### src/rtl/ycbcr_to_rgb.sv
// Full-range BT.601 YCbCr -> 24-bit RGB: offset, multiply, then sum/round/clamp, one pixel per clock.
// Latency 3 clocks from input transfer to out_valid; each stalled cycle adds one.
// Backpressure: out_valid & ~out_ready freezes every stage and drops in_ready in the same cycle.
module ycbcr_to_rgb #(
    parameter int C_RV = 359,
    parameter int C_GU = 88,
    parameter int C_GV = 183,
    parameter int C_BU = 454
) (
    input  logic        clk,
    input  logic        rst,
    input  logic        in_valid,
    output logic        in_ready,
    input  logic [23:0] YCbCr,
    output logic        out_valid,
    input  logic        out_ready,
    output logic [23:0] RGB
);

    localparam logic signed [19:0] K_RV = 20'(C_RV);
    localparam logic signed [19:0] K_GU = 20'(C_GU);
    localparam logic signed [19:0] K_GV = 20'(C_GV);
    localparam logic signed [19:0] K_BU = 20'(C_BU);

    logic                en;

    logic                valid1;
    logic [7:0]          y1;
    logic signed [8:0]   u1;
    logic signed [8:0]   v1;
    logic signed [19:0]  u_ext;
    logic signed [19:0]  v_ext;

    logic                valid2;
    logic signed [19:0]  y256;
    logic signed [19:0]  prv;
    logic signed [19:0]  pgu;
    logic signed [19:0]  pgv;
    logic signed [19:0]  pbu;

    logic signed [19:0]  accr;
    logic signed [19:0]  accg;
    logic signed [19:0]  accb;

    // The whole pipe moves as one: any slot may be a bubble, so only the output slot can stall it.
    assign en       = ~out_valid | out_ready;
    assign in_ready = en;

    assign u_ext = {{11{u1[8]}}, u1};
    assign v_ext = {{11{v1[8]}}, v1};

    // +128 before the arithmetic shift gives round-half-up on the Q.8 result.
    assign accr = y256 + prv + 20'sd128;
    assign accg = y256 - pgu - pgv + 20'sd128;
    assign accb = y256 + pbu + 20'sd128;

    function automatic logic [7:0] clamp8(input logic signed [19:0] acc);
        if (acc < 0)
            return 8'd0;
        else if (acc > 20'sd65535)
            return 8'hFF;
        else
            return acc[15:8];
    endfunction

    always_ff @(posedge clk) begin
        if (!rst) begin
            valid1    <= 1'b0;
            y1        <= '0;
            u1        <= '0;
            v1        <= '0;
            valid2    <= 1'b0;
            y256      <= '0;
            prv       <= '0;
            pgu       <= '0;
            pgv       <= '0;
            pbu       <= '0;
            out_valid <= 1'b0;
            RGB       <= '0;
        end else if (en) begin
            valid1    <= in_valid;
            y1        <= YCbCr[7:0];
            u1        <= $signed({1'b0, YCbCr[15:8]}) - 9'sd128;
            v1        <= $signed({1'b0, YCbCr[23:16]}) - 9'sd128;

            valid2    <= valid1;
            y256      <= $signed({4'b0, y1, 8'b0});
            prv       <= K_RV * v_ext;
            pgu       <= K_GU * u_ext;
            pgv       <= K_GV * v_ext;
            pbu       <= K_BU * u_ext;

            out_valid <= valid2;
            RGB       <= {clamp8(accr), clamp8(accg), clamp8(accb)};
        end
    end

endmodule

### config.mk
export PLATFORM = sky130hd
export DESIGN_NAME = ycbcr_to_rgb
export DESIGN_NICKNAME = d
export VERILOG_FILES = /design/src/rtl/ycbcr_to_rgb.sv
export SDC_FILE = /design/constraint.sdc
export NUM_CORES = 1
export LEC_CHECK = 0
export CAP_MARGIN = 20
export CORE_ASPECT_RATIO = 0.6
export CORE_MARGIN = 1.5
export CORE_UTILIZATION = 50
export DETAILED_ROUTE_END_ITERATION = 10
export GPL_ROUTABILITY_DRIVEN = 0
export PLACE_DENSITY_LB_ADDON = 0.12
export SYNTH_ARGS = -nofsm -noshare
export SYNTH_HDL_FRONTEND = slang
export SYNTH_SLANG_ARGS = --single-unit
### constraint.sdc
create_clock -name clk -period 6.4 [get_ports clk]
set_input_delay 0.64 -clock clk [delete_from_list [all_inputs] [get_ports clk]]
set_output_delay 0.64 -clock clk [all_outputs]
set_load 0.1 [all_outputs]
# --- Word-level counts from Yosys, hierarchy flattened ---
# Cells that the tools add are included.
word_totals:
  ff_bits: 137
  inputBits: 28
  out_inout_bits: 26
  wordCells: 39
op_classes:
  n_addsub: 9
  multipliers: 4
  magnitude_cmp: 6
  n_mux: 6
  bitwise_logic: 2
ops:
  columns: ["operator", "count"]
  rows:
  - ["20-bit by 9-bit adder with 20-bit output, second input constant", 3]
  - ["20-bit by 17-bit greater-than comparator with 1-bit output, second input constant", 3]
  - ["20-bit by 1-bit less-than comparator with 1-bit output, second input constant", 3]
  - ["8-bit two-way mux", 6]
  - ["17-bit by 20-bit adder with 20-bit output", 2]
  - ["9-bit by 9-bit multiplier with 18-bit output, first input constant", 2]
  - ["17-bit by 20-bit subtractor with 20-bit output", 1]
  - ["20-bit subtractor", 1]
  - ["10-bit by 9-bit multiplier with 19-bit output, first input constant", 1]
  - ["8-bit by 8-bit subtractor with 9-bit output, second input constant", 2]
  - ["5-bit by 9-bit multiplier with 14-bit output, first input constant", 1]
  - ["1-bit inverter", 1]
  - ["1-bit OR", 1]

# --- Longest topological paths before layout ---
logic_depth:
  ltp_word: 6
  mapped_depth: 19
  ltp_nobuf: 19

# --- Worst setup path after synthesis ---
# No wires, ideal clock.
synth_path:
  kind: "register -> register"
  startpoint: "reg v1[7]"
  endpoint: "reg prv[17]"
  setup_ns: 0.074
  t_arrival_ns: 4.725
  required_ns: 6.326
  path_slack_ns: 1.600
  path_stages_with_launch: 18
  n_path_buf: 0
  synth_period_minus_slack_ns: 4.800
  path_cell_list: "dfxtp_1 inv_1 ha_1 ha_1 inv_1 fa_1 fa_1 inv_1 ha_1 ha_1 a21o_1 a21o_1 a2111oi_0 nor3_1 a41oi_1 a221oi_1 xnor2_1 o21ai_0"
synth_between:
  elab_chain_cells: 1
synth_lines:
  columns: ["element", "line", "text"]
  rows:
  - ["start, declared", "30", "logic signed [8:0] v1;"]
  - ["start signal, assigned", "84", "v1 <= $signed({1'b0, YCbCr[23:16]}) - 9'sd128;"]
  - ["10-bit by 9-bit multiplier with 19-bit output", "88", "prv <= K_RV * v_ext;"]
  - ["end signal, assigned", "88", null]
  - ["end, declared", "36", "logic signed [19:0] prv;"]
# No other way between the ends.
# A chain may end at the register's enable or synchronous reset.

# --- Worst setup path in the final report ---
layout_path:
  startpoint: "reg v1[1]"
  endpoint: "reg prv[17]"
# Same word-level chain as after synthesis.

==> Implementation_results.wiki <==
{| class="wikitable"
! Metric !! Value
|-
| Number of placed instances, taps included || ~1500
|-
| Total leakage power || 5.99 nW
|-
| Maximum clock path buffer count || 2
|-
| RSZ-0062 raised after global routing || false
|-
| Final global-route overflow total || 0
|-
| EDFF count, synth || 0
|-
| Number of antenna violations at the first check in global routing || 0
|-
| Hold bufs inserted after CTS || 0
|-
| Number of I/O pins || 54
|-
| Most common library cell in the layout ignoring fill and taps || ha_1
|-
| Total DRC errors in the routed layout || 0
|-
| CP Cell Sequence || inv_1, ha_1, fa_1, fa_1, fa_1, inv_1, ha_1, ha_1, a21o_1, a21o_1, a2111oi_0, nor3_1, a41oi_1, a221oi_1, xnor2_1, o21ai_0
|-
| Number of sinks driven by the clock tree || between 100 and 150
|-
| Required time reported for the critical path endpoint || roughly 6.7 ns
|-
| Net total in the final layout || about 1600
|-
| Diode insertion count for antenna repair || 0
|-
| Prevailing post-synth register cell || dfxtp_1
|-
| Total Neg Setup Slack || 0 ns
|-
| Arrival time reported for the critical path endpoint || 5.38 ns
|-
| Setup bufs post-CTS || 0
|-
| Cell type with the largest total area after synthesis || ha_1
|-
| Minimum clock period || ~5.1 ns
|-
| Final count of hold timing violations || 0
|-
| Final worst slack || 1.33 ns
|-
| Mean number of vias per cell || 5.28
|-
| Total number of placement rows || 40
|-
| Largest cells by area after synthesis || ha_1, dfxtp_1, fa_1
|-
| Worst vdd ir || approximately 260 uV
|-
| H-tree depth reported by CTS || 4
|-
| Global routing usage summed across all routing layers || 0.254
|-
| Clock skew after layout || between 0.01 and 0.015 ns
|-
| Cell with the biggest individual delay on the critical path || fa_1
|-
| Type of element launching the critical path || flip-flop
|-
| Final wirelength || 26100 um
|-
| Global-route wire length before repair || roughly 43000 um
|-
| Run status || finished clean
|-
| Clock-pin slew on the worst setup and hold paths || 0.06 ns
|-
| Setup slack after placement || 1.31 ns
|-
| Syn nets || between 1500 and 2000
|-
| Fraction of registers with async set/reset || 0
|-
| Stage delay of the slowest cell on the critical path || slightly above 0.6 ns
|-
| Number of max-slew violations in the final report || 0
|-
| Effective utilization at floorplan || 0.519
|-
| Root Buffer Master || clkbuf_16
|-
| Later-pin clock latency in the skew report || between 0.4 and 0.5 ns
|-
| Count of cells resized by post-cts repair || 0
|-
| Tcrit/Tclk final || 0.792
|-
| Post-detailed-placement cell area || between 10000 and 15000 um2
|-
| Number of buffers inserted during clock tree synthesis || 17
|-
| Register bit total from synthesis || ~120
|-
| Setup violation total in the final timing report || 0
|-
| Sequential share of the synthesized area || 0.218
|-
| Max Fanout on Critical Path || 7
|-
| Mean routed wirelength per cell || about 17 um
|-
| Filler instances || 1899
|-
| CTS tree || done
|-
| Antenna Violating Nets Remaining || 0
|-
| Die Outline Area || between 20000 and 25000 um2
|-
| Share of layout cells above drive strength 1 || 0.0516
|-
| Number of global-route vias before repair || between 7000 and 8000
|-
| Post-synth cell types || between 50 and 60
|-
| Pre-antenna DRT Iters || 5
|-
| Area of the mapped netlist || 10600 um2
|-
| Final cell count without fillers || between 1500 and 2000
|-
| Max cap viols || 0
|-
| Capturing element type of the critical path || flip-flop
|-
| Largest net degree at the start of global routing || 73
|-
| Finished layout cell area || ~12000 um2
|-
| PwrDens || around 330 nW/um2
|-
| Number of vias after detailed routing || approximately 8300
|-
| Area of the core || 20400 um2
|-
| Synthesized area per cell || 8.55 um2
|-
| Path type of the worst min-delay path || flip-flop to flip-flop
|-
| Worst slew slack as a fraction of its limit || 0.329
|-
| Share of the synthesized area in the top cell type || 0.236
|-
| HPWL after detailed placement || between 20000 and 25000 um
|-
| Transition at the pin with the smallest max-transition slack || between 1 and 1.5 ns
|-
| Number of instances in the synthesized netlist || between 1000 and 1500
|-
| Timing-limited maximum frequency || around 200 MHz
|-
| Category of the critical setup timing path || flip-flop to flip-flop
|-
| Leading cell types in the layout, fill and taps excluded || ha_1, nand2_1, inv_1, a21oi_1, dfxtp_1
|-
| Die Width || roughly 190 um
|-
| Starting DRC count in detailed routing || 581
|-
| Die span in y || approximately 120 um
|-
| Count of warnings emitted by yosys || 0
|-
| Growth of design area from synthesis to finish || 13.1%
|-
| Port Buffers || 53
|}
==> power by group <==
group	switching, mW	internal [mW]
Clock	0.377	0.534
Combinational	1.30	0.831
Sequential	0.100	0.850
==> final timing paths <==
path	startpoint	endpoint	slack, ns	cells after the start
min reg2reg	prv[1]$_SDFFE_PN0P_	prv[1]$_SDFFE_PN0P_	0.45	2
max reg2reg	v1[1]$_SDFFE_PN0P_	prv[17]$_SDFFE_PN0P_	1.33	16
min	prv[1]$_SDFFE_PN0P_	prv[1]$_SDFFE_PN0P_	0.45	2
max	v1[1]$_SDFFE_PN0P_	prv[17]$_SDFFE_PN0P_	1.33	16
==> logic make-up after synthesis <==
logic type | after synthesis | synth area share
flops | 115 | 0.218
compound gates | 257 | 0.154
xor+xnor | 70 | 0.0580
fa+ha+maj | 268 | 0.366
mux | 2 | 0.00189
simple gates | 314 | 0.127
buf+inv | 210 | 0.0746
==> sequential cells by signal, indices dropped and copies added (netlist names) <==
register,count
pbu,15
pgu,11
u1,8
out_valid,1
pgv,14
v1,8
valid1,1
RGB,24
valid2,1
prv,16
y256,8
y1,8
==> metrics by stage <==
stage / hold slack [ns] / power (mW) / utilization
after floorplan: 0.425 / 2.59 / -
after global placement: 0.437 / 3.05 / 0.559
after detailed placement: 0.442 / 3.06 / 0.559
after CTS: 0.453 / 4.00 / 0.587
after global routing: 0.465 / 4.29 / 0.587
final: 0.449 / 3.99 / 0.587
==> cell type report <==
cell class	instances	area, um2	share of cell area
Sequential cell	115	2300	0.193
Timing Repair Buffer	61	591	0.0494
Clock inverter	15	133	0.0111
Clock buffer	17	425	0.0356
Inverter	180	677	0.0566
Tap cell	273	342	0.0286
Multi-Input combinational cell	911	7480	0.626
==> cells in the mapped netlist (all sizes together), types with 4 or more instances <==
master   number
a211oi       12
clkbuf       22
inv         179
xor2         24
dfxtp       115
nor2b         7
ha          199
nor2         52
fa           69
o21ai        43
o21bai        7
a21o         25
buf           8
xnor2        46
a2111oi       6
o211ai        5
nand2b        7
nand3        15
o21a          5
nand2       187
or2          10
a21oi       116
and3          4
a22oi         7
a31oi         7
a211o         4
or3           4
nor3         22
==> layer usage <==
layer / global-route usage / vias to the layer above / wire length [um]
li1: - / 4209 / -
met1: 0.416 / 3863 / 15100
met2: 0.325 / 213 / 9110
met3: 0.0581 / 22 / 1640
met4: 0.0520 / 0 / 222
met5: 0 / - / 0
==> worst max-delay path, delay by kind of cell, from the launching register on <==
kind	cells	cell delay, ns
simple gates	1	0.14
fa+ha+maj	6	2.64
xor+xnor	1	0.16
buf+inv	2	0.18
compound gates	6	1.33
flops	1	0.51
(Power assumes the default switching activity.)
